[src/rtl/rtc_timestamp_capture_if.sv]
// rtc_timestamp_capture_if: AXI4-Stream timestamp channel.
// tdata = {sec[31:0], 2'b00, nsec[29:0]}.
interface rtc_timestamp_capture_if;
    logic [63:0] tdata;
    logic        tvalid;
    logic        tready;

    modport master (
        output tdata,
        output tvalid,
        input  tready
    );

    modport slave (
        input  tdata,
        input  tvalid,
        output tready
    );
endinterface

[src/rtl/rtc_timestamp_capture.sv]
// rtc_timestamp_capture: timestamps edges on event_in from the RTC bus and
// queues them for AXI4-Stream readout. Option macro: RTC_TS_LATENCY_COMP_EN.
module rtc_timestamp_capture #(
    parameter int FIFO_DEPTH  = 16,
    parameter int SYNC_STAGES = 2,
    parameter int EDGE_SEL    = 0,
    parameter int LAT_NS      = 24
) (
    input  logic                         aclk,
    input  logic                         areset,
    input  logic                         enable,
    input  logic                         event_in,
    input  logic [31:0]                  rtc_sec,
    input  logic [29:0]                  rtc_nsec,
    rtc_timestamp_capture_if.master      m_ts,
    output logic [$clog2(FIFO_DEPTH):0]  fifo_count,
    output logic [15:0]                  overflow_cnt,
    input  logic                         overflow_clr
);
    localparam int AW    = $clog2(FIFO_DEPTH);
    localparam int CW    = AW + 1;
    localparam int ARM_N = SYNC_STAGES + 1;
    localparam int ARMW  = $clog2(ARM_N + 1);

    if (FIFO_DEPTH < 4 || FIFO_DEPTH > 256 ||
        (FIFO_DEPTH & (FIFO_DEPTH - 1)) != 0) begin : g_bad_depth
        $error("FIFO_DEPTH must be a power of 2 in 4..256");
    end
    if (SYNC_STAGES < 2 || SYNC_STAGES > 4) begin : g_bad_sync
        $error("SYNC_STAGES must be 2..4");
    end
    if (EDGE_SEL < 0 || EDGE_SEL > 2) begin : g_bad_edge
        $error("EDGE_SEL must be 0..2");
    end
    if (LAT_NS < 0 || LAT_NS >= 1000000000) begin : g_bad_lat
        $error("LAT_NS must be below one second");
    end

    logic [SYNC_STAGES-1:0] sync_q, sync_d;
    logic                   hist_q, hist_d;
    logic [ARMW-1:0]        arm_q, arm_d;
    logic [AW-1:0]          wr_ptr_q, wr_ptr_d;
    logic [AW-1:0]          rd_ptr_q, rd_ptr_d;
    logic [CW-1:0]          count_q, count_d;
    logic [15:0]            ovf_q, ovf_d;
    logic [61:0]            mem_q [FIFO_DEPTH];

    logic        sync_out, rise, fall, armed, det;
    logic        valid, full, pop, push, drop;
    logic [31:0] ts_sec;
    logic [29:0] ts_nsec;

    // Edge detection on the synchronised input, masked until the chain is primed.
    always_comb begin
        sync_out = sync_q[SYNC_STAGES-1];
        rise     = sync_out & ~hist_q;
        fall     = ~sync_out & hist_q;
        armed    = (arm_q == ARMW'(ARM_N));
        if (EDGE_SEL == 0) begin
            det = armed & rise;
        end else if (EDGE_SEL == 1) begin
            det = armed & fall;
        end else begin
            det = armed & (rise | fall);
        end
    end

`ifdef RTC_TS_LATENCY_COMP_EN
    localparam logic [29:0] LAT_V   = 30'(LAT_NS);
    localparam logic [29:0] NS_WRAP = 30'(1000000000 - LAT_NS);

    // Back-date the sample by the input path latency, borrowing a second if needed.
    always_comb begin
        if (rtc_nsec >= LAT_V) begin
            ts_sec  = rtc_sec;
            ts_nsec = rtc_nsec - LAT_V;
        end else begin
            ts_sec  = rtc_sec - 32'd1;
            ts_nsec = rtc_nsec + NS_WRAP;
        end
    end
`else
    // Raw sample is stored as-is.
    always_comb begin
        ts_sec  = rtc_sec;
        ts_nsec = rtc_nsec;
    end
`endif

    // FIFO bookkeeping: pop first, so a full queue can accept while draining.
    always_comb begin
        valid    = ~areset & (count_q != '0);
        full     = (count_q == CW'(FIFO_DEPTH));
        pop      = valid & m_ts.tready;
        push     = det & enable & (~full | pop);
        drop     = det & enable & full & ~pop;
        sync_d   = {sync_q[SYNC_STAGES-2:0], event_in};
        hist_d   = sync_out;
        arm_d    = armed ? arm_q : arm_q + ARMW'(1);
        wr_ptr_d = push ? wr_ptr_q + AW'(1) : wr_ptr_q;
        rd_ptr_d = pop ? rd_ptr_q + AW'(1) : rd_ptr_q;
        count_d  = count_q + CW'(push) - CW'(pop);
        ovf_d    = overflow_clr ? 16'd0 : ovf_q;
        if (drop && ovf_d != 16'hFFFF) begin
            ovf_d = ovf_d + 16'd1;
        end
    end

    // Control state with synchronous reset.
    always_ff @(posedge aclk) begin
        if (areset) begin
            sync_q   <= '0;
            hist_q   <= 1'b0;
            arm_q    <= '0;
            wr_ptr_q <= '0;
            rd_ptr_q <= '0;
            count_q  <= '0;
            ovf_q    <= '0;
        end else begin
            sync_q   <= sync_d;
            hist_q   <= hist_d;
            arm_q    <= arm_d;
            wr_ptr_q <= wr_ptr_d;
            rd_ptr_q <= rd_ptr_d;
            count_q  <= count_d;
            ovf_q    <= ovf_d;
        end
    end

    // Storage needs no reset; occupancy alone qualifies the head entry.
    always_ff @(posedge aclk) begin
        if (push) begin
            mem_q[wr_ptr_q] <= {ts_sec, ts_nsec};
        end
    end

    // Outputs are forced to zero while reset is held.
    always_comb begin
        m_ts.tvalid = valid;
        m_ts.tdata  = '0;
        if (valid) begin
            m_ts.tdata = {mem_q[rd_ptr_q][61:30], 2'b00,
                          mem_q[rd_ptr_q][29:0]};
        end
        fifo_count   = areset ? '0 : count_q;
        overflow_cnt = areset ? '0 : ovf_q;
    end
endmodule

[src/flat_wrapper.sv]
// flat-port wrapper written by rule: the top's interface ports become plain ports
module rtc_timestamp_capture_flat 
#(
    parameter int FIFO_DEPTH  = 16,
    parameter int SYNC_STAGES = 2,
    parameter int EDGE_SEL    = 0,
    parameter int LAT_NS      = 24
)
  (aclk, areset, enable, event_in, rtc_sec, rtc_nsec, fifo_count, overflow_cnt, overflow_clr, m_ts_tdata, m_ts_tvalid, m_ts_tready);
  rtc_timestamp_capture_if m_ts_i ();
  input  logic aclk;
  input  logic areset;
  input  logic enable;
  input  logic event_in;
  input  logic [31:0] rtc_sec;
  input  logic [29:0] rtc_nsec;
  output logic [$clog2(FIFO_DEPTH):0] fifo_count;
  output logic [15:0] overflow_cnt;
  input  logic overflow_clr;
  output wire logic [$bits(m_ts_i.tdata)-1:0] m_ts_tdata;
  output wire logic [$bits(m_ts_i.tvalid)-1:0] m_ts_tvalid;
  input wire logic [$bits(m_ts_i.tready)-1:0] m_ts_tready;
  assign m_ts_tdata = m_ts_i.tdata;
  assign m_ts_tvalid = m_ts_i.tvalid;
  assign m_ts_i.tready = m_ts_tready;
  rtc_timestamp_capture #(.FIFO_DEPTH(FIFO_DEPTH), .SYNC_STAGES(SYNC_STAGES), .EDGE_SEL(EDGE_SEL), .LAT_NS(LAT_NS)) u_core (.aclk(aclk), .areset(areset), .enable(enable), .event_in(event_in), .rtc_sec(rtc_sec), .rtc_nsec(rtc_nsec), .m_ts(m_ts_i), .fifo_count(fifo_count), .overflow_cnt(overflow_cnt), .overflow_clr(overflow_clr));
endmodule
[config.mk]
export PLATFORM = sky130hd
export DESIGN_NAME = rtc_timestamp_capture_flat
export DESIGN_NICKNAME = d
export VERILOG_FILES = /design/src/rtl/rtc_timestamp_capture_if.sv /design/src/rtl/rtc_timestamp_capture.sv /design/src/flat_wrapper.sv
export SDC_FILE = /design/constraint.sdc
export NUM_CORES = 1
export LEC_CHECK = 0
export BUFFER_PORTS_ARGS = -buffer_cell sky130_fd_sc_hd__buf_2
export CORE_ASPECT_RATIO = 1.1
export CORE_MARGIN = 1
export CORE_UTILIZATION = 33
export CTS_CLUSTER_DIAMETER = 150
export DETAILED_ROUTE_END_ITERATION = 6
export SKIP_LAST_GASP = 1
export SLEW_MARGIN = 0
export SYNTH_ARGS = -nofsm -noshare
export SYNTH_HDL_FRONTEND = slang
export SYNTH_SLANG_ARGS = --single-unit
[constraint.sdc]
create_clock -name aclk -period 6.55 [get_ports aclk]
set_clock_uncertainty 0.05 [all_clocks]
set_input_delay 0.655 -clock aclk [delete_from_list [all_inputs] [get_ports aclk]]
set_output_delay 0.655 -clock aclk [all_outputs]
set_load 0.1 [all_outputs]
=== Word-level counts from Yosys, hierarchy flattened ===
Memory sizes are Yosys's and may differ from the RTL's. A register that Yosys moved wholly into a read port is not among the register bits.
Index checks and enable logic that the tools add are counted.

* Bitwise operators: 13
* Reductions and logical operators: 2
* Add/subtract/negate cells: 6
* Equal/unequal tests: 3
* Mux-type cells: 9

{| class="wikitable"
|+ Operator list
! operator !! count
|-
| 2-to-1 mux 64 bit || 1
|-
| 2-to-1 mux 16 bit || 3
|-
| adder 16 x 1 -> 16 bit, second input constant || 1
|-
| != test 16 bit, second input constant || 1
|-
| adder 4 x 1 -> 4 bit, second input constant || 2
|-
| AND 1 bit || 8
|-
| 2-to-1 mux 4 bit || 2
|-
| adder 5 x 1 -> 5 bit || 1
|-
| == test 5 bit, second input constant || 1
|-
| 2-to-1 mux 5 bit || 1
|-
| nonzero test 5 bit || 1
|-
| subtractor 5 x 1 -> 5 bit || 1
|-
| NOT 1 bit || 4
|-
| adder 2 x 1 -> 2 bit, second input constant || 1
|-
| == test 2 bit, second input constant || 1
|-
| 2-to-1 mux 1 bit || 2
|-
| logical AND 1 bit || 1
|-
| bitwise OR 1 bit || 1
|}

* Output and inout bits: 86
* Bits in writable memories: 992
* Memories: 1
* Input bits: 68
* Word-level logic and storage cells: 41
* Flip-flop bits (word level): 34

{| class="wikitable"
|+ Memories
! memory !! words !! width !! read ports !! clocked after Yosys merged registers in !! write ports !! RTL line !! RTL
|-
| u_core.mem_q || 16 || 62 || 1 || 1 || 1 || rtc_timestamp_capture.sv:46 || <nowiki>logic [61:0] mem_q [FIFO_DEPTH];</nowiki>
|}

=== Depth between registers and ports, before layout ===
Gate-level depths: netlist (run 1).

* Depth in word-level cells: 8
* Gate-level depth with buffers: 15
* Mapped depth without buffers: 15

=== Least setup slack after synthesis (run 1) ===
No wires, ideal clock.

* Kind: input -> register
* Start: input areset
* End: memory u_core.mem_q[3][0], enable pin
* Required time: 5942 ps
* Path buffers: 1
* Data arrival time: 5780 ps
* Library setup time: 558 ps
* Slack: 162 ps
* Stages: 5
* Cells stage by stage: buf_2 -> nand2b_1 -> a31oi_2 -> nand2_1 -> nor3_1

* Cells in the longest elaborated chain, start to end: 7

{| class="wikitable"
|+ RTL lines
! what !! RTL line !! RTL
|-
| from (decl) || flat_wrapper.sv:12 || <nowiki>input logic areset;</nowiki>
|-
| NOT 1 bit || rtc_timestamp_capture.sv:92 || <nowiki>valid = ~areset & (count_q != '0);</nowiki>
|-
| AND 1 bit || rtc_timestamp_capture.sv:92 ||
|-
| AND 1 bit || rtc_timestamp_capture.sv:94 || <nowiki>pop = valid & m_ts.tready;</nowiki>
|-
| bitwise OR 1 bit || rtc_timestamp_capture.sv:95 || <nowiki>push = det & enable & (~full | pop);</nowiki>
|-
| AND 1 bit || rtc_timestamp_capture.sv:95 ||
|-
| via u_core.push || rtc_timestamp_capture.sv:49 || <nowiki>logic valid, full, pop, push, drop;</nowiki>
|-
| 2-to-1 mux 1 bit || rtc_timestamp_capture.sv:132 || <nowiki>if (push) begin</nowiki>
|-
| 2-to-1 mux 1 bit (not written as such) || rtc_timestamp_capture.sv:133 || <nowiki>mem_q[wr_ptr_q] <= {ts_sec, ts_nsec};</nowiki>
|-
| to (decl) || rtc_timestamp_capture.sv:46 ||
|}

The timed path passes the listed nets, and every way through them passes these cells.

==> flow_summary.json, run 1 <==
{
  "status": "finished, final reports clean",
  "vdd_ir_drop_max_mv": 0.220,
  "grtUsageTotal_pct": 15.0,
  "synth_async_sr_flop_share_pct": 0,
  "worstReg2RegEnd": "u_core.count_q[4]",
  "numCtsBuffers": 101,
  "p_seq_share_pct": 47.7,
  "hold_viol": 0,
  "setup_viol": 0,
  "sw_frac_of_total_pct": 26.5,
  "critical_path_peak_fanout": 85,
  "design_area_sq_um": 45600,
  "rsz0062_at_grt": "false",
  "worstPathRequired_ns": 5.84,
  "min_period_over_period_pct": 66.6,
  "ff2ff_path_depth": 15,
  "htreeDepth": 3,
  "cts_tree": "built",
  "ctsResizeCount": 0,
  "hold_path.class": "input pin to flip-flop",
  "synth_cell_types": 46,
  "synth-edff-count": 992,
  "gp_congestion": 0.810,
  "maxCapViolations": 0,
  "ys_seq_elements": 1030,
  "leakagePower_nw": 13.8,
  "p_per_area_nw_per_um2": 334,
  "r2r_slack_ns": 3.10,
  "p_comb_share_pct": 14.4,
  "clk_path_buf_depth": 3,
  "cts.hold.buffers_added": 0,
  "reg2reg_from": "u_core.count_q[2]",
  "grt_max_degree": 112,
  "ys.flop_type": "edfxtp_1",
  "finish.utilization_pct": 38.6,
  "ys_warn_count": 0,
  "clkSinkCount": 1030,
  "grt_first_pass_wirelength_um": 132000,
  "total_power_mw": 15.2,
  "hpwlAfterDp_um": 51500,
  "clk_pin_slew_ns": 0.06,
  "area_growth_pct": 15.5,
  "p_switching_mw": 4.04,
  "clock_latency_ns": 0.65,
  "slew_headroom_pct": 35.5,
  "rows": 132,
  "die_w_um": 332,
  "fin_setup_tns_ns": 0,
  "die_area_sq_um": 121000,
  "core-area_sq_um": 118000,
  "min_from": "event_in",
  "fin_nets": 2051,
  "crit_path_end_kind": "output port",
  "die_h_um": 365,
  "first_iter_violations": 1401,
  "startpoint_type": "flip-flop",
  "syn_inst": 1773,
  "overflow": 0,
  "yosysSeqAreaShare_pct": 77.3,
  "cts-root-buf": "clkbuf_16",
  "viasPerCell": 5.04,
  "arrival_ns": 3.66,
  "setup.worst_path.class": "flip-flop to output port",
  "drive_gt1_share_pct": 29.7,
  "drv_slew": 0,
  "hold_end": "u_core.sync_q[0]",
  "holdPathStages": 2,
  "antenna_found_initial": 15,
  "internal_power_mw": 11.2,
  "post_drt_wl_per_cell_um": 25.3,
  "netlist_area_sq_um": 39500,
  "wl_um": 91000,
  "drcViolationCount": 0,
  "portBuffers": 151,
  "start_util_pct": 33.4,
  "layout_min_cycle_time_ns": 4.36,
  "placed_area_sq_um": 42300,
  "grt_pass1_vias": 19300,
  "synth_area_per_cell_sq_um": 22.3,
  "io_pins": 154,
  "drt-pass1-iter-count": 5,
  "fmax_mhz": 229,
  "tightest_slew_ns": 0.968,
  "vias": 18100,
  "ant_nets": 0,
  "clkPwrFrac_pct": 37.8,
  "cts_setup_buffers": 0
}
## worst max-delay path, stage by stage, from the launching register on
cell,delay (ns)
dfxtp_4,0.96
buf_12,0.47
mux4_2,0.40
mux2i_1,0.45
o22ai_1,0.15
buf_2,0.35
## synthesized netlist by cell type (all sizes together), types with 3 or more instances
| master | count | area [sq um] |
|---|---|---|
| edfxtp | 992 | 29800 |
| mux4 | 248 | 5590 |
| mux2i | 126 | 1260 |
| o22ai | 62 | 388 |
| clkbuf | 50 | 188 |
| buf | 47 | 243 |
| nor2 | 43 | 161 |
| dfxtp | 38 | 761 |
| nor2b | 27 | 169 |
| a21oi | 15 | 75.1 |
| nand2 | 14 | 52.6 |
| nand3 | 13 | 65.1 |
| ha | 12 | 150 |
| inv | 12 | 45.0 |
| xor2 | 8 | 70.1 |
| o21ai | 7 | 35.0 |
| or3 | 7 | 43.8 |
| xnor2 | 7 | 61.3 |
| nand4 | 6 | 43.8 |
| nand2b | 5 | 31.3 |
| nor3 | 5 | 25.0 |
| and4b | 4 | 41.3 |
| and3 | 3 | 23.8 |
| nor4 | 3 | 18.8 |
## how the worst max path moves through the flow
stage / endpoint / slack (ns) / depth (start not counted)
finish: m_ts_tdata[35] / 2.19 / 5
global placement: m_ts_tdata[34] / 2.57 / 5
CTS: m_ts_tdata[7] / 1.99 / 5
detailed placement: m_ts_tdata[48] / 2.46 / 5
global route: m_ts_tdata[38] / 1.92 / 7
floorplan: u_core.mem_q[3][0] / 0.16 / 5
## kinds of logic after synthesis
group                      synth area share, %
muxes                                     17.3
DFF                                       77.3
xor gates and xnor gates                 0.333
other                                  0.00949
buffers and inverters                     1.20
AOI/OAI and AO/OA                         1.46
adders and majority gates                0.431
and+or+nand+nor                           1.90
## state kept, by name, summed over array words and instances, names as in the netlist, named ones only
name             count
u_core.arm_q         2
u_core.count_q       5
u_core.hist_q        1
u_core.mem_q       992
u_core.ovf_q        16
u_core.rd_ptr_q      4
u_core.sync_q        2
u_core.wr_ptr_q      4
## power by group through the flow
stage          clock [mW]  sequential [mW]  combinational [mW]
2_1_floorplan           0             7.39                1.78
3_3_place_gp            0             7.42                2.23
3_5_place_dp            0             7.42                2.25
4_1_cts              5.92             7.28                2.25
5_1_grt              6.15             7.28                2.33
6_report             5.76             7.28                2.20
## layout by cell type, fill, tap and decap left out, types with 4 or more instances in the layout
master,count
a21oi_1,15
buf_12,12
buf_2,151
buf_4,27
bufinv_16,11
clkbuf_1,29
clkbuf_16,102
clkinv_1,19
clkinv_2,15
clkinvlp_4,4
dfxtp_1,35
edfxtp_1,992
ha_1,12
inv_1,12
inv_6,4
mux2i_1,126
mux4_2,248
nand2_1,13
nand2b_1,4
nand3_1,13
nand4_1,5
nor2_1,31
nor2_4,12
nor2b_1,27
nor3_2,4
o21ai_0,7
o22ai_1,62
or3_1,7
xnor2_1,7
xor2_1,8
## routing by layer
metal,global-route usage [%],routed length [um],vias to the layer above
met2,26.3,46700,407
met5,0,42,-
met1,19.2,38400,9762
met4,3.52,1510,8
li1,-,-,7852
met3,2.82,4350,117
## stage by stage
stage                     hold slack (ns)  std cells  setup WS [ns]
after global placement              0.406       3408           2.57
final                               0.176       3600           2.19
after global routing                0.168       3598           1.92
after floorplan                     0.364       1774          0.162
after detailed placement            0.406       3408           2.46
after CTS                           0.139       3597           1.99
## area by class of cell
class / instances / area, sq um
flip-flops and latches: 1030 / 30600
well taps: 1541 / 1930
clock inverters: 58 / 637
fillers: 10500 / 72600
diodes: 3 / 7.51
inverters: 12 / 45.0
repair buffers: 190 / 1200
clock buffers: 131 / 2660
multi-input cells: 635 / 8610
Power figures use the tool's default switching activity.
==> run 2: changes to the inputs <==
Clock period 6.55 ns to 4.1 ns, I/O delays scaled along.
==> run 2 against run 1 <==
  * Via count grew 2.4%
  * Count of clock-buffer cells in the layout did not move
  * Hold slack got worse by 0.12 ns
  * First-iteration DRC count up 1.1%
  * Worst setup slack got worse by 1.9 ns
  * Power up 63%
  * Cell count increased by 2.4%
  * Core utilization up 1.4 points
  * Non-clock buffer count increased by 86
  * Critical endpoint unchanged
  * Largest power group unchanged
==> flow_summary.json, run 2 (synthesis gave the netlist of run 1 again) <==
{
  "placed_area_sq_um": 43200,
  "drv_slew": 0,
  "clk_pin_slew_ns": 0.06,
  "setup_viol": 0,
  "clkSinkCount": 1030,
  "layout_commonest_cell": "edfxtp_1",
  "drive_gt1_share_pct": 32.8,
  "hold_path.class": "input pin to flip-flop",
  "reg_top3": "u_core.mem_q (992), u_core.ovf_q (16), u_core.count_q (5)",
  "area_growth_pct": 19.6,
  "startpoint_type": "flip-flop",
  "layout_min_cycle_time_ns": 3.79,
  "die_h_um": 365,
  "hold_viol": 0,
  "grt_pass1_vias": 19900,
  "ant_nets": 0,
  "largest_register": "u_core.mem_q",
  "portBuffers": 151,
  "arrival_ns": 3.33,
  "antenna_found_initial": 5,
  "grt_first_pass_wirelength_um": 134000,
  "largest_register_ffs": 992,
  "holdPathStages": 1,
  "leakagePower_nw": 14.4,
  "overflow": 0,
  "cts_tree": "built",
  "vias": 18600,
  "gp_congestion": 0.732,
  "clk_path_buf_depth": 3,
  "fmax_mhz": 264,
  "viasPerCell": 5.04,
  "tightest_slew_ns": 0.859,
  "min_from": "rtc_nsec[16]",
  "clock_latency_ns": 0.70,
  "min_period_over_period_pct": 92.6,
  "post_drt_wl_per_cell_um": 24.9,
  "hold_end": "u_core.mem_q[2][16]",
  "rsz0062_at_grt": "false",
  "drcViolationCount": 0,
  "htreeDepth": 3,
  "vdd_ir_drop_max_mv": 0.317,
  "first_iter_violations": 1417,
  "die_w_um": 332,
  "ff2ff_path_depth": 7,
  "core-area_sq_um": 118000,
  "worstReg2RegEnd": "u_core.mem_q[11][33]",
  "slew_headroom_pct": 42.8,
  "drt-pass1-iter-count": 5,
  "setup.worst_path.class": "flip-flop to output port",
  "hold_ws_ns": 0.0518,
  "die_area_sq_um": 121000,
  "wl_um": 91800,
  "critical_path_peak_fanout": 68,
  "grtUsageTotal_pct": 15.2,
  "finish.utilization_pct": 40.0,
  "crit_path_end_kind": "output port",
  "maxCapViolations": 0,
  "p_per_area_nw_per_um2": 527,
  "design_area_sq_um": 47300,
  "status": "finished, final reports clean",
  "cts-root-buf": "clkbuf_16",
  "cts_setup_buffers": 0,
  "total_power_mw": 24.9,
  "numCtsBuffers": 104,
  "final_cell_mix": "edfxtp_1, mux4_2, buf_2",
  "reg2reg_from": "u_core.count_q[2]",
  "worstPathRequired_ns": 3.64,
  "start_util_pct": 33.4,
  "hpwlAfterDp_um": 50200,
  "rows": 132,
  "grt_max_degree": 69,
  "io_pins": 154,
  "fin_nets": 2140,
  "r2r_slack_ns": 1.07
}
==> run 2: changes by cell type in the layout (fill, tap and decap cells not counted), moves of 6 or more <==
cell	previous run	this run
dlygate4sd3_1	0	62
o22ai_2	0	61
clkbuf_4	0	6
o22ai_1	62	1
buf_12	12	35
buf_2	151	145
==> run 2: layout make-up <==
class | instances | area, sq um
inverter | 12 | 45.0
timing repair buffer | 276 | 2300
fill | 10400 | 71000
sequential | 1030 | 30600
multi-input combinational | 635 | 9030
clock inverter | 60 | 643
tap | 1541 | 1930
antenna | 1 | 2.50
clock buffer | 131 | 2750
==> run 2: report_power, final <==
group	total, mW	switching, mW	leakage [nW]	internal [mW]
Sequential	11.6	0.0515	9.22	11.6
Clock	9.42	3.92	1.63	5.50
Combinational	3.86	2.61	3.57	1.26
==> run 2: worst max path at each step <==
stage | endpoint | slack, ns | cells past startpoint
3_5_place_dp | m_ts_tdata[38] | 0.90 | 8
2_1_floorplan | u_core.mem_q[7][0] | -0.39 | 5
6_report | m_ts_tdata[35] | 0.31 | 5
4_1_cts | m_ts_tdata[38] | 0.08 | 8
3_3_place_gp | u_core.count_q[4] | 0.95 | 15
5_1_grt | m_ts_tdata[21] | 0.17 | 9
==> run 2: repair_timing <==
item / in CTS / in global routing
setup endpoints to repair: 0 / 7
hold buffers: 62 / 0
gates resized for setup: 0 / 7
endpoints found under the hold margin: 828 / 0
==> run 2: metrics by stage <==
stage                     setup TNS [ns]  std cells  setup WS, ns
after global routing                   0       3686         0.168
after CTS                              0       3685        0.0824
after global placement                 0       3432         0.947
final                                  0       3686         0.305
after detailed placement               0       3432         0.899
after floorplan                  -177.13       1774        -0.387
==> run 2: metal layers <==
metal | up-vias | share of wire [%] | GRT usage [%]
met1 | 9976 | 43 | 20.0
li1 | 8044 | - | -
met3 | 114 | 4.3 | 2.59
met5 | - | 0.041 | 0
met4 | 6 | 2.2 | 4.51
met2 | 441 | 50 | 25.8
==> run 2: critical path, cell delays in order, from the launching register on <==
cell and delay, ns:
dfxtp_4 0.55, buf_12 0.46, mux4_2 0.59, mux2i_1 0.44, o22ai_2 0.14, buf_2 0.32
==> run 3: changes to the inputs <==
Settings changed: RECOVER_POWER from default to 50.
==> run 3 against run 2 <==
  * The run now ends with max-capacitance violations, max-slew violations left
  * Count of clock-buffer cells in the layout did not move
  * Non-clock buffer count did not move
  * Worst setup slack got worse by 0.0052 ns
  * Sequential power barely moved
  * Largest power group unchanged
  * Final area fell by 0.24%
  * Maximum frequency fell by 0.14%
  * Die area did not move
==> flow_summary.json, run 3 (synthesis gave the netlist of run 1 again) <==
{
  "drive_gt1_share_pct": 29.6,
  "vias": 18600,
  "fin_cells": 3686,
  "num-fill-cells": 10500,
  "crit_chain": "buf_12 -> mux4_2 -> mux2i_1 -> o22ai_2 -> buf_2",
  "min_from": "overflow_clr",
  "holdPathStages": 4,
  "rows": 132,
  "total_power_mw": 24.9,
  "fin_setup_tns_ns": 0,
  "layout_min_cycle_time_ns": 3.80,
  "maxCapViolations": 1,
  "vdd_ir_drop_max_mv": 0.316,
  "crit_path_end_kind": "output port",
  "design_area_sq_um": 47100,
  "worstReg2RegEnd": "u_core.mem_q[15][51]",
  "tightest_slew_ns": 1.73,
  "final_cell_mix": "edfxtp_1, mux4_2, mux2i_1",
  "antenna_found_initial": 5,
  "overflow": 0,
  "violations": "max-capacitance violations, max-slew violations",
  "drv_slew": 42,
  "worstPathRequired_ns": 3.64,
  "gp_congestion": 0.732,
  "cts_tree": "built",
  "viasPerCell": 5.06,
  "core-area_sq_um": 118000,
  "placed_area_sq_um": 43200,
  "grt_first_pass_wirelength_um": 134000,
  "setup.worst_path.class": "flip-flop to output port",
  "setup_viol": 0,
  "r2r_slack_ns": 0.58,
  "die_area_sq_um": 121000,
  "critical_path_peak_fanout": 68,
  "clock_latency_ns": 0.70,
  "place_ws_ns": 0.899,
  "drt-pass1-iter-count": 6,
  "hpwlAfterDp_um": 50200,
  "clkSinkCount": 1030,
  "grt_max_degree": 69,
  "largest_register_ffs": 992,
  "reg2reg_from": "u_core.count_q[2]",
  "drcViolationCount": 0,
  "cts-root-buf": "clkbuf_16",
  "portBuffers": 151,
  "cpPeakStageDelay_ns": 0.59,
  "largest_register": "u_core.mem_q",
  "p_per_area_nw_per_um2": 528,
  "numCtsBuffers": 104,
  "arrival_ns": 3.34,
  "grtUsageTotal_pct": 15.2,
  "ff2ff_path_depth": 7,
  "leakagePower_nw": 14.2,
  "fmax_mhz": 263,
  "hold_viol": 0,
  "die_h_um": 365,
  "die_w_um": 332,
  "area_growth_pct": 19.3,
  "post_drt_wl_per_cell_um": 24.9,
  "clk_pin_slew_ns": 0.06,
  "place_inst": 3432,
  "htreeDepth": 3,
  "status": "finished with violations",
  "fin_nets": 2140,
  "first_iter_violations": 1384,
  "startpoint_type": "flip-flop",
  "clk_path_buf_depth": 3,
  "start_util_pct": 33.4,
  "grt_pass1_vias": 19900,
  "hold_path.class": "input pin to flip-flop",
  "layout_commonest_cell": "edfxtp_1",
  "reg_top3": "u_core.mem_q (992), u_core.ovf_q (16), u_core.count_q (5)",
  "hold_end": "u_core.ovf_q[5]",
  "min_period_over_period_pct": 92.7,
  "rsz0062_at_grt": "false",
  "ant_nets": 0,
  "wl_um": 91700,
  "io_pins": 154,
  "crit_slowest_cell": "mux4_2",
  "setup_slack_ns": 0.300,
  "slew_headroom_pct": -15.3
}
[run 3: cell types whose count changed in the layout (fill, tap and decap cells not counted), moves of 2 or more]
cell      change
clkbuf_1     +64
clkbuf_2     +20
buf_2        -82
buf_4         -2
[run 3: worst max path at each step]
| stage | from | endpoint | slack [ns] | cells past startpoint |
|---|---|---|---|---|
| global placement | u_core.count_q[2] | u_core.count_q[4] | 0.95 | 15 |
| finish | flip-flop | m_ts_tdata[35] | 0.30 | 5 |
| floorplan | areset | u_core.mem_q[7][0] | -0.39 | 5 |
| CTS | u_core.count_q[2] | m_ts_tdata[38] | 0.08 | 8 |
| global route | areset | fifo_count[4] | 0.13 | 5 |
| detailed placement | u_core.count_q[2] | m_ts_tdata[38] | 0.90 | 8 |
[run 3: report_power, final]
group	internal, mW	leakage (nW)	switching [mW]
registers	11.6	9.22	0.0507
clock network	5.50	1.63	3.92
logic	1.25	3.36	2.60
total	18.3	14.2	6.58
[run 3: worst max-delay path, delay by kind of cell (launching register included)]
family,cells,cell delay [ns]
multiplexers,2,1.03
buffers and inverters,2,0.80
flip-flops,1,0.55
AO/OA/AOI/OAI,1,0.14
[run 3: through the flow]
stage,hold slack [ns],util [%]
finish,0.180,39.9
global placement,0.381,36.5
detailed placement,0.375,36.5
floorplan,0.364,-
CTS,0.00414,39.9
global route,0.182,39.9
[run 3: area by class of cell]
| cell class | count | area (sq um) | share of cell area (%) |
|---|---|---|---|
| sequential | 1030 | 30600 | 64.8 |
| multi-input combinational | 635 | 9000 | 19.1 |
| clock buffer | 131 | 2750 | 5.83 |
| timing repair buffer | 276 | 2220 | 4.70 |
| tap | 1541 | 1930 | 4.09 |
| clock inverter | 60 | 643 | 1.36 |
| inverter | 12 | 45.0 | 0.0955 |
| antenna | 1 | 2.50 | 0.00531 |
[run 3: repair_timing]
| action | CTS | global route |
|---|---|---|
| buffers inserted | 0 | 0 |
| hold buffers | 62 | 0 |
| resized for setup | 0 | 7 |
| endpoints found under the setup margin | 0 | 7 |
| endpoints found under the hold margin | 828 | 0 |
[run 3: routing by layer]
layer	vias to the layer above	GRT usage, %	part of all wire (%)
met1	10000	20.0	43
met5	-	0	0.041
li1	8043	-	-
met3	116	2.59	4.3
met2	434	25.8	50
met4	6	4.51	2.2
